File: src/rtl/alu_issue_ctrl.sv
// alu_issue_ctrl: command FIFO, alu issue and registered result stage for the
// combinational alu. Holds an accumulator so chained operations (acc = acc op B)
// run without a round trip through the producer.
// Optional build macro ALU_ISSUE_CTRL_STATS_EN adds issue/carry/stall counters.

module alu_issue_ctrl #(
    parameter int W     = 8,
    parameter int DEPTH = 4
) (
    input  logic         clk,
    input  logic         rst_n,
    input  logic         in_valid,
    output logic         in_ready,
    input  logic [3:0]   in_op,
    input  logic [W-1:0] in_a,
    input  logic [W-1:0] in_b,
    input  logic         in_use_acc,
    input  logic         in_wb,
    output logic [W-1:0] alu_a,
    output logic [W-1:0] alu_b,
    output logic [3:0]   alu_op,
    input  logic [W-1:0] alu_y,
    input  logic         alu_carry,
    output logic         out_valid,
    input  logic         out_ready,
    output logic [W-1:0] out_y,
    output logic         out_carry,
    output logic [W-1:0] acc,
    output logic         busy
`ifdef ALU_ISSUE_CTRL_STATS_EN
    ,
    output logic [31:0]  issue_cnt,
    output logic [31:0]  carry_cnt,
    output logic [31:0]  stall_cnt
`endif
);

    // state  | meaning
    // IDLE   | FIFO empty, no result held
    // RUN    | FIFO non-empty and the output stage can take a result (issuing)
    // STALL  | result held, consumer not ready, commands waiting
    // DRAIN  | result held, FIFO empty
    // The state is a pure decode of count/out_valid/out_ready; no extra flops.

    localparam int PW = (DEPTH > 1) ? $clog2(DEPTH) : 1;
    localparam int CW = $clog2(DEPTH + 1);

    localparam logic [3:0] OP_CLR = 4'hE;

    typedef enum logic [1:0] {
        S_IDLE,
        S_RUN,
        S_STALL,
        S_DRAIN
    } state_t;

    state_t state;

    logic [3:0]   fifo_op     [DEPTH];
    logic [W-1:0] fifo_a      [DEPTH];
    logic [W-1:0] fifo_b      [DEPTH];
    logic         fifo_use_acc[DEPTH];
    logic         fifo_wb     [DEPTH];

    logic [PW-1:0] wr_ptr;
    logic [PW-1:0] rd_ptr;
    logic [CW-1:0] count;

    logic empty;
    logic push;
    logic issue;

    assign empty    = (count == '0);
    assign in_ready = (count < CW'(DEPTH));
    assign push     = in_valid && in_ready;
    assign issue    = !empty && (!out_valid || out_ready);

    // State decode; busy is simply "not idle".
    always_comb begin
        state = S_IDLE;
        if (!empty) begin
            state = (out_valid && !out_ready) ? S_STALL : S_RUN;
        end else if (out_valid) begin
            state = S_DRAIN;
        end
    end

    assign busy = (state != S_IDLE);

    // alu drive from the FIFO head; a CLR with zero operands when nothing is queued.
    always_comb begin
        alu_a  = '0;
        alu_b  = '0;
        alu_op = OP_CLR;
        if (!empty) begin
            alu_a  = fifo_use_acc[rd_ptr] ? acc : fifo_a[rd_ptr];
            alu_b  = fifo_b[rd_ptr];
            alu_op = fifo_op[rd_ptr];
        end
    end

    // FIFO storage; contents need no reset because count gates every read.
    always_ff @(posedge clk) begin
        if (push) begin
            fifo_op[wr_ptr]      <= in_op;
            fifo_a[wr_ptr]       <= in_a;
            fifo_b[wr_ptr]       <= in_b;
            fifo_use_acc[wr_ptr] <= in_use_acc;
            fifo_wb[wr_ptr]      <= in_wb;
        end
    end

    // FIFO pointers and occupancy; pointers wrap naturally since DEPTH is a power of two.
    always_ff @(posedge clk or negedge rst_n) begin
        if (!rst_n) begin
            wr_ptr <= '0;
            rd_ptr <= '0;
            count  <= '0;
        end else begin
            if (push) begin
                wr_ptr <= wr_ptr + 1'b1;
            end
            if (issue) begin
                rd_ptr <= rd_ptr + 1'b1;
            end
            case ({push, issue})
                2'b10:   count <= count + 1'b1;
                2'b01:   count <= count - 1'b1;
                default: count <= count;
            endcase
        end
    end

    // Output stage: capture the alu result on issue, clear valid once consumed.
    always_ff @(posedge clk or negedge rst_n) begin
        if (!rst_n) begin
            out_valid <= 1'b0;
            out_y     <= '0;
            out_carry <= 1'b0;
        end else if (issue) begin
            out_valid <= 1'b1;
            out_y     <= alu_y;
            out_carry <= alu_carry;
        end else if (out_valid && out_ready) begin
            out_valid <= 1'b0;
        end
    end

    // Accumulator writeback at the issue edge, so the next head already sees it.
    always_ff @(posedge clk or negedge rst_n) begin
        if (!rst_n) begin
            acc <= '0;
        end else if (issue && fifo_wb[rd_ptr]) begin
            acc <= alu_y;
        end
    end

`ifdef ALU_ISSUE_CTRL_STATS_EN
    // Free-running event counters, wrapping at 2^32.
    always_ff @(posedge clk or negedge rst_n) begin
        if (!rst_n) begin
            issue_cnt <= '0;
            carry_cnt <= '0;
            stall_cnt <= '0;
        end else begin
            if (issue) begin
                issue_cnt <= issue_cnt + 32'd1;
            end
            if (issue && alu_carry) begin
                carry_cnt <= carry_cnt + 32'd1;
            end
            if (state == S_STALL) begin
                stall_cnt <= stall_cnt + 32'd1;
            end
        end
    end
`endif

endmodule

File: config.mk
export PLATFORM = sky130hd
export DESIGN_NAME = alu_issue_ctrl
export DESIGN_NICKNAME = d
export VERILOG_FILES = /design/src/rtl/alu_issue_ctrl.sv
export SDC_FILE = /design/constraint.sdc
export NUM_CORES = 1
export LEC_CHECK = 0
export BUFFER_PORTS_ARGS = -buffer_cell sky130_fd_sc_hd__buf_2
export CORE_ASPECT_RATIO = 0.9
export CORE_UTILIZATION = 48
export CTS_CLUSTER_SIZE = 24
export DETAILED_ROUTE_END_ITERATION = 7
export PLACE_DENSITY = 0.75
export SETUP_SLACK_MARGIN = 0.02
export SYNTH_ARGS = -nofsm -noshare
export SYNTH_HDL_FRONTEND = slang
export SYNTH_SLANG_ARGS = --single-unit
export TNS_END_PERCENT = 100
File: constraint.sdc
create_clock -name clk -period 2.3 [get_ports clk]
set_clock_uncertainty 0.1 [all_clocks]
set_input_delay 0.115 -clock clk [delete_from_list [all_inputs] [get_ports clk]]
set_output_delay 0.115 -clock clk [all_outputs]
set_load 0.005 [all_outputs]
==> results of run 1 <==
[synthesized netlist by cell type (3+ instances only)]
cell | count | share of area, %
mux2_4 | 8 | 2.7
buf_6 | 3 | 0.75
mux2_2 | 9 | 2.2
clkbuf_1 | 3 | 0.25
dfrtp_1 | 25 | 14
mux4_2 | 22 | 11
mux2i_1 | 9 | 2.0
and2_1 | 13 | 1.8
ha_1 | 5 | 1.4
edfxtp_1 | 88 | 58
nor2_1 | 9 | 0.75
inv_1 | 7 | 0.58
xnor2_1 | 4 | 0.77
or2_2 | 3 | 0.42
[per-stage QoR]
| step | area, sq um | setup WS [ns] | hold WS (ns) | setup TNS, ns | util (%) |
|---|---|---|---|---|---|
| 6_report | 6100 | 0.0303 | 0.0382 | 0 | 66.9 |
| 5_1_grt | 6100 | -0.0557 | 0.0868 | -0.260 | 66.9 |
| 4_1_cts | 6100 | 0.00365 | 0.0318 | 0 | 66.8 |
| 3_5_place_dp | 5130 | 0.183 | 0.0354 | 0 | 56.2 |
| 3_3_place_gp | 5130 | 0.259 | 0.0289 | 0 | 56.2 |
| 2_1_floorplan | 4520 | 0.251 | -0.281 | 0 | - |
[cells by family after synthesis]
| family | after synthesis | synth area share, % |
|---|---|---|
| AO/OA/AOI/OAI | 1 | 0.111 |
| AND/OR/NAND/NOR | 35 | 4.65 |
| XOR/XNOR | 6 | 1.16 |
| adder cells (fa/ha/maj) | 6 | 1.83 |
| buffers and inverters | 17 | 2.13 |
| flip-flops | 113 | 72.3 |
| multiplexers | 48 | 17.8 |
[path summary, 6_finish.rpt]
kind	cells after the start	end
max reg2reg	6	count[1]
max	5	alu_a[3]
min in group clk	2	fifo_a[3][6]
min reg2reg	1	out_carry
min	2	out_y[2]
max in group asynchronous	2	rd_ptr[0]
[flip-flops by register name (all words and copies together), names as in the netlist]
register,count
count,3
fifo_b,32
out_y,8
wr_ptr,2
out_carry,1
out_valid,1
fifo_a,32
acc,8
rd_ptr,2
fifo_op,16
fifo_use_acc,4
fifo_wb,4
[cells in the final DEF (no fill, tap or decap), types with 3 or more instances in the layout]
master | synthesis | final
xnor2_1 | 4 | 4
clkbuf_16 | 0 | 16
clkbuf_1 | 3 | 3
buf_12 | 0 | 6
buf_4 | 2 | 6
mux2_4 | 8 | 8
and2_1 | 13 | 13
clkinv_1 | 0 | 4
bufinv_16 | 0 | 4
edfxtp_1 | 88 | 88
dlygate4sd3_1 | 0 | 34
mux4_2 | 22 | 22
ha_1 | 5 | 5
nor2_1 | 9 | 9
or2_2 | 3 | 3
inv_1 | 7 | 7
mux2_2 | 9 | 9
dfrtp_1 | 25 | 23
buf_2 | 2 | 74
mux2i_1 | 9 | 9
[per-layer routing]
layer	vias up	GRT usage, %	wire length (um)
met2	54	31.8	4420
li1	1134	-	-
met5	-	0	0
met4	0	6.19	74
met1	1239	22.8	3610
met3	6	5.48	275
[layout make-up]
| class | count | share of cell area, % |
|---|---|---|
| tap | 122 | 2.50 |
| sequential | 113 | 53.6 |
| clock inverter | 12 | 2.71 |
| clock buffer | 20 | 6.97 |
| timing repair buffer | 122 | 14.8 |
| inverter | 7 | 0.430 |
| multi-input combinational | 96 | 19.0 |
[power by group through the flow]
| stage | logic (W) | registers, W | clock network (W) |
|---|---|---|---|
| 6_report | 0.00262 | 0.00292 | 0.00257 |
| 3_5_place_dp | 0.00250 | 0.00294 | 0 |
| 3_3_place_gp | 0.00245 | 0.00291 | 0 |
| 4_1_cts | 0.00264 | 0.00291 | 0.00261 |
| 2_1_floorplan | 0.00162 | 0.00286 | 0 |
| 5_1_grt | 0.00284 | 0.00295 | 0.00270 |
[repair_timing]
item / CTS / global route
setup endpoints to repair: 10 / 9
hold buffers: 34 / 0
buffers inserted: 1 / 1
pin swaps: 1 / 1
hold endpoints to repair: 132 / 0
resized for setup: 5 / 0
==> flow_metrics.env, run 1 <==
export IMPL_dieWidth_um=104
export IMPL_synth_distinct_cells=28
export IMPL_max_stage_delay_ns=0.58
export IMPL_dieArea_sq_um=9810
export IMPL_seqCellArea_sq_um=3270
export IMPL_placed_cells=424
export IMPL_tightest_slew_ns=0.554
export IMPL_power_w=0.00810
export IMPL_syn_area_sq_um=4520
export IMPL_overflow=0
export IMPL_hpwlAfterDp_mm=5.47
export IMPL_clock_path_buffers=2
export IMPL_cts_tree="built"
export IMPL_grt_pass1_wl_mm=13.3
export IMPL_row_count=33
export IMPL_p_sw_w=0.00224
export IMPL_p_sw_share_pct=27.6
export IMPL_vias=2433
export IMPL_ant_nets=0
export IMPL_rrSetupSlack_ns=0.16
export IMPL_antenna_found_initial=0
export IMPL_die_h_um=94.1
export IMPL_drt_iter0_markers=51
export IMPL_arrival_ns=2.05
export IMPL_io_pins=75
export IMPL_synthArstFlopShare_pct=22.1
export IMPL_cpMaxStageDelayCell="mux4_2"
export IMPL_critPathLaunchType="register"
export IMPL_critPathMaxFanout=4
export IMPL_cts_sinks=113
export IMPL_grt_pass1_vias=2598
export IMPL_fmaxAchievable_ghz=0.441
export IMPL_startpoint="rd_ptr[0]"
export IMPL_finalWirelength_mm=8.38
export IMPL_p_per_area_nw_per_um2=1330
export IMPL_grt_max_degree=26
export IMPL_outcome="finished, final reports clean"
export IMPL_syn_nets=267
export IMPL_holdCritPathClass="in -> async"
export IMPL_diodes=0
export IMPL_cts_buffers=17
export IMPL_synth_seq_area_share_pct=72.3
export IMPL_ys_ff_latch=113
export IMPL_drive_above_1_share_pct=43.8
export IMPL_synth_flop_cell="edfxtp_1"
export IMPL_syn2layout_area_growth_pct=35.0
export IMPL_synth_edf_count=88
export IMPL_p_leak_nw=2.38
export IMPL_drv_slew=0
export IMPL_wl_per_cell_um=17.0
export IMPL_rsz0062_at_grt="true"
export IMPL_pwr_share_seq_pct=36.0
export IMPL_gp_congestion=0.681
export IMPL_htreeDepth=4
export IMPL_clk_pin_slew_ns=0.06
export IMPL_maxCapViolations=0
export IMPL_io_buffers=74
export IMPL_endpoint_kind="output pin"
export IMPL_initial_core_util_pct=49.6
export IMPL_root_buffer="clkbuf_8"
export IMPL_avgSynthCellArea_sq_um=20.0
export IMPL_syn_inst=226
export IMPL_coreArea_sq_um=9130
export IMPL_finalSetupViolations=0
export IMPL_relSlewSlack_pct=63.1
export IMPL_final_nets=398
export IMPL_ys_warn_count=0
export IMPL_post_route_min_period_ns=2.27
export IMPL_peakVddDrop_mv=0.600
export IMPL_path_buf_inv=2
export IMPL_fin_cells=492
export IMPL_worstSetupPathType="reg -> out"
export IMPL_p_comb_share_pct=32.3
export IMPL_via_per_inst=4.95
export IMPL_p_int_w=0.00586
export IMPL_final_hold_viol_count=0
export IMPL_final_fill_count=590
export IMPL_dr_pass1_iters=5
export IMPL_path_cells="mux4_2 -> buf_4 -> mux2i_1 -> nor2_1 -> buf_2"
export IMPL_reg2reg_from="count[0]"
export IMPL_p_clk_share_pct=31.7
export IMPL_grt_use_total_pct=18.6
export IMPL_worstPathRequired_ns=2.09
export IMPL_route_detailed_drc=0
export IMPL_finalCritPeriodShare_pct=98.7
export IMPL_crit_family="multiplexers"
export IMPL_multi_input_area_sq_um=1160
export IMPL_clock_latency_ns=0.50
(Power assumes the default switching activity.)
==> run 2, diff against run 1 <==
--- a/config.mk
+++ b/config.mk
@@ -10,7 +10,7 @@
 export CORE_UTILIZATION = 48
 export CTS_CLUSTER_SIZE = 24
 export DETAILED_ROUTE_END_ITERATION = 7
-export PLACE_DENSITY = 0.75
+export PLACE_DENSITY = 0.7
 export SETUP_SLACK_MARGIN = 0.02
 export SYNTH_ARGS = -nofsm -noshare
 export SYNTH_HDL_FRONTEND = slang
==> run 2 against run 1 <==
The flow now finishes with violations (negative setup slack). Routed wire length is 1.6% higher. Maximum frequency fell by 2.8%. Power grew 3.9%. Register-to-register slack worse by 0.03 ns. First-iteration DRC count increased by 63%. Utilization rose by 1.2 points. Sequential share of layout area is 0.92 points lower. Hold slack got worse by 0.013 ns. Global-route usage grew 0.31 points. Critical path type unchanged. Highest routed layer unchanged.
==> flow_metrics.env, run 2 (synthesis results as in run 1) <==
export IMPL_critPathLaunchType="register"
export IMPL_rsz0062_at_grt="true"
export IMPL_wl_per_cell_um=17.1
export IMPL_finish_instance_area_sq_um=6220
export IMPL_outcome="complete, but fails checks"
export IMPL_arrival_ns=2.12
export IMPL_whs_ns=0.0254
export IMPL_vias=2462
export IMPL_final_fill_count=593
export IMPL_cpMaxStageDelayCell="dfrtp_4"
export IMPL_clock_path_buffers=2
export IMPL_path_cells="buf_12 -> buf_12 -> buf_12 -> mux4_2 -> and2_1 -> buf_2"
export IMPL_root_buffer="clkbuf_8"
export IMPL_cpMostUsedCell="buf_12"
export IMPL_grt_pass1_vias=2501
export IMPL_drv_slew=0
export IMPL_holdCritPathClass="in -> async"
export IMPL_worstPathRequired_ns=2.09
export IMPL_grt_max_degree=26
export IMPL_worst_slack_ns=-0.0361
export IMPL_p_leak_nw=2.44
export IMPL_coreArea_sq_um=9130
export IMPL_finalSetupViolations=12
export IMPL_reg2reg_depth=8
export IMPL_io_pins=75
export IMPL_io_buffers=74
export IMPL_dieArea_sq_um=9810
export IMPL_clock_latency_ns=0.51
export IMPL_die_h_um=94.1
export IMPL_grt_pass1_wl_mm=13.2
export IMPL_gp_congestion=0.680
export IMPL_maxCapViolations=0
export IMPL_route_detailed_drc=0
export IMPL_syn2layout_area_growth_pct=37.5
export IMPL_finalWirelength_mm=8.51
export IMPL_diodes=0
export IMPL_drt_iter0_markers=83
export IMPL_fmaxAchievable_ghz=0.428
export IMPL_tightest_slew_ns=0.599
export IMPL_hpwlAfterDp_mm=5.36
export IMPL_final_hold_viol_count=0
export IMPL_htreeDepth=4
export IMPL_pre_cts_slack_ns=0.159
export IMPL_critPathMaxFanout=7
export IMPL_peakVddDrop_mv=0.700
export IMPL_antenna_found_initial=0
export IMPL_worstReg2RegEnd="count[2]"
export IMPL_violations="negative setup slack"
export IMPL_final_nets=404
export IMPL_multi_input_area_sq_um=1170
export IMPL_rrSetupSlack_ns=0.13
export IMPL_seqCellArea_sq_um=3270
export IMPL_ant_nets=0
export IMPL_overflow=0
export IMPL_final_common_cell="edfxtp_1"
export IMPL_cts_sinks=113
export IMPL_cts_buffers=17
export IMPL_finalCritPeriodShare_pct=102
export IMPL_reg2reg_from="out_valid"
export IMPL_cts_tree="built"
export IMPL_final_cell_mix="edfxtp_1 (88), buf_2 (69), dlygate4sd3_1 (34), dfrtp_1 (23), mux4_2 (22)"
export IMPL_p_per_area_nw_per_um2=1350
export IMPL_endpoint_kind="output pin"
export IMPL_initial_core_util_pct=49.6
export IMPL_drive_above_1_share_pct=47.1
export IMPL_via_per_inst=4.94
export IMPL_dr_pass1_iters=4
export IMPL_reg_top3="fifo_a: 32 flops, fifo_b: 32 flops, fifo_op: 16 flops"
export IMPL_grt_use_total_pct=18.9
export IMPL_worstSetupPathType="reg -> out"
export IMPL_placed_area_sq_um=5110
export IMPL_clk_pin_slew_ns=0.06
export IMPL_dieWidth_um=104
export IMPL_relSlewSlack_pct=59.7
export IMPL_post_route_min_period_ns=2.34
export IMPL_row_count=33
export IMPL_max_stage_delay_ns=0.52
[run 2: worst max path at each step]
stage,from,to,slack [ns],cells after the start
2_1_floorplan,count[0],count[2],0.25,9
3_3_place_gp,out_valid,count[2],0.26,8
6_report,rd_ptr[0],alu_b[4],-0.04,6
5_1_grt,rd_ptr[0],alu_a[7],-0.13,4
4_1_cts,rd_ptr[0],alu_a[7],-0.05,4
3_5_place_dp,out_valid,count[2],0.16,8
[run 2: layer usage]
metal	vias up	track usage, %	part of all wire (%)
met5	-	0	0
met4	0	7.62	1.3
met3	12	6.93	4.6
met2	63	30.2	50
met1	1241	23.5	44
li1	1146	-	-
[run 2: worst max-delay path: cells and delay by family, from the launching register on]
| kind | cells | cell delay [ns] |
|---|---|---|
| and+or+nand+nor | 1 | 0.16 |
| buffers and inverters | 4 | 0.52 |
| muxes | 1 | 0.40 |
| DFF | 1 | 0.52 |
[run 2: report_power, final]
group          internal [W]  switching [W]
Clock               0.00177       0.000937
Sequential          0.00266       0.000251
Combinational       0.00164        0.00115
[run 2: area by class of cell]
type / count / share of cell area, %
clock buffers: 18 / 6.72
well taps: 122 / 2.46
inverters: 7 / 0.423
repair buffers: 128 / 15.6
clock inverters: 14 / 3.30
flip-flops and latches: 113 / 52.7
multi-input cells: 96 / 18.8
[run 2: timing repair]
action                     4_1_cts  5_1_grt
pin swaps                        0        9
hold endpoints to repair       134        0
resized for setup                3       13
setup endpoints to repair       18       18
hold buffers                    34        0
buffers inserted                 3        4
[run 2: per-stage QoR]
step                setup TNS [ns]  power, W  util (%)  std cells
global route                 -1.61   0.00884      68.1        498
global placement                 0   0.00533      56.0        425
floorplan                        0   0.00448         -        226
CTS                         -0.122   0.00820      66.9        494
detailed placement               0   0.00538      56.0        425
finish                      -0.194   0.00842      68.1        498
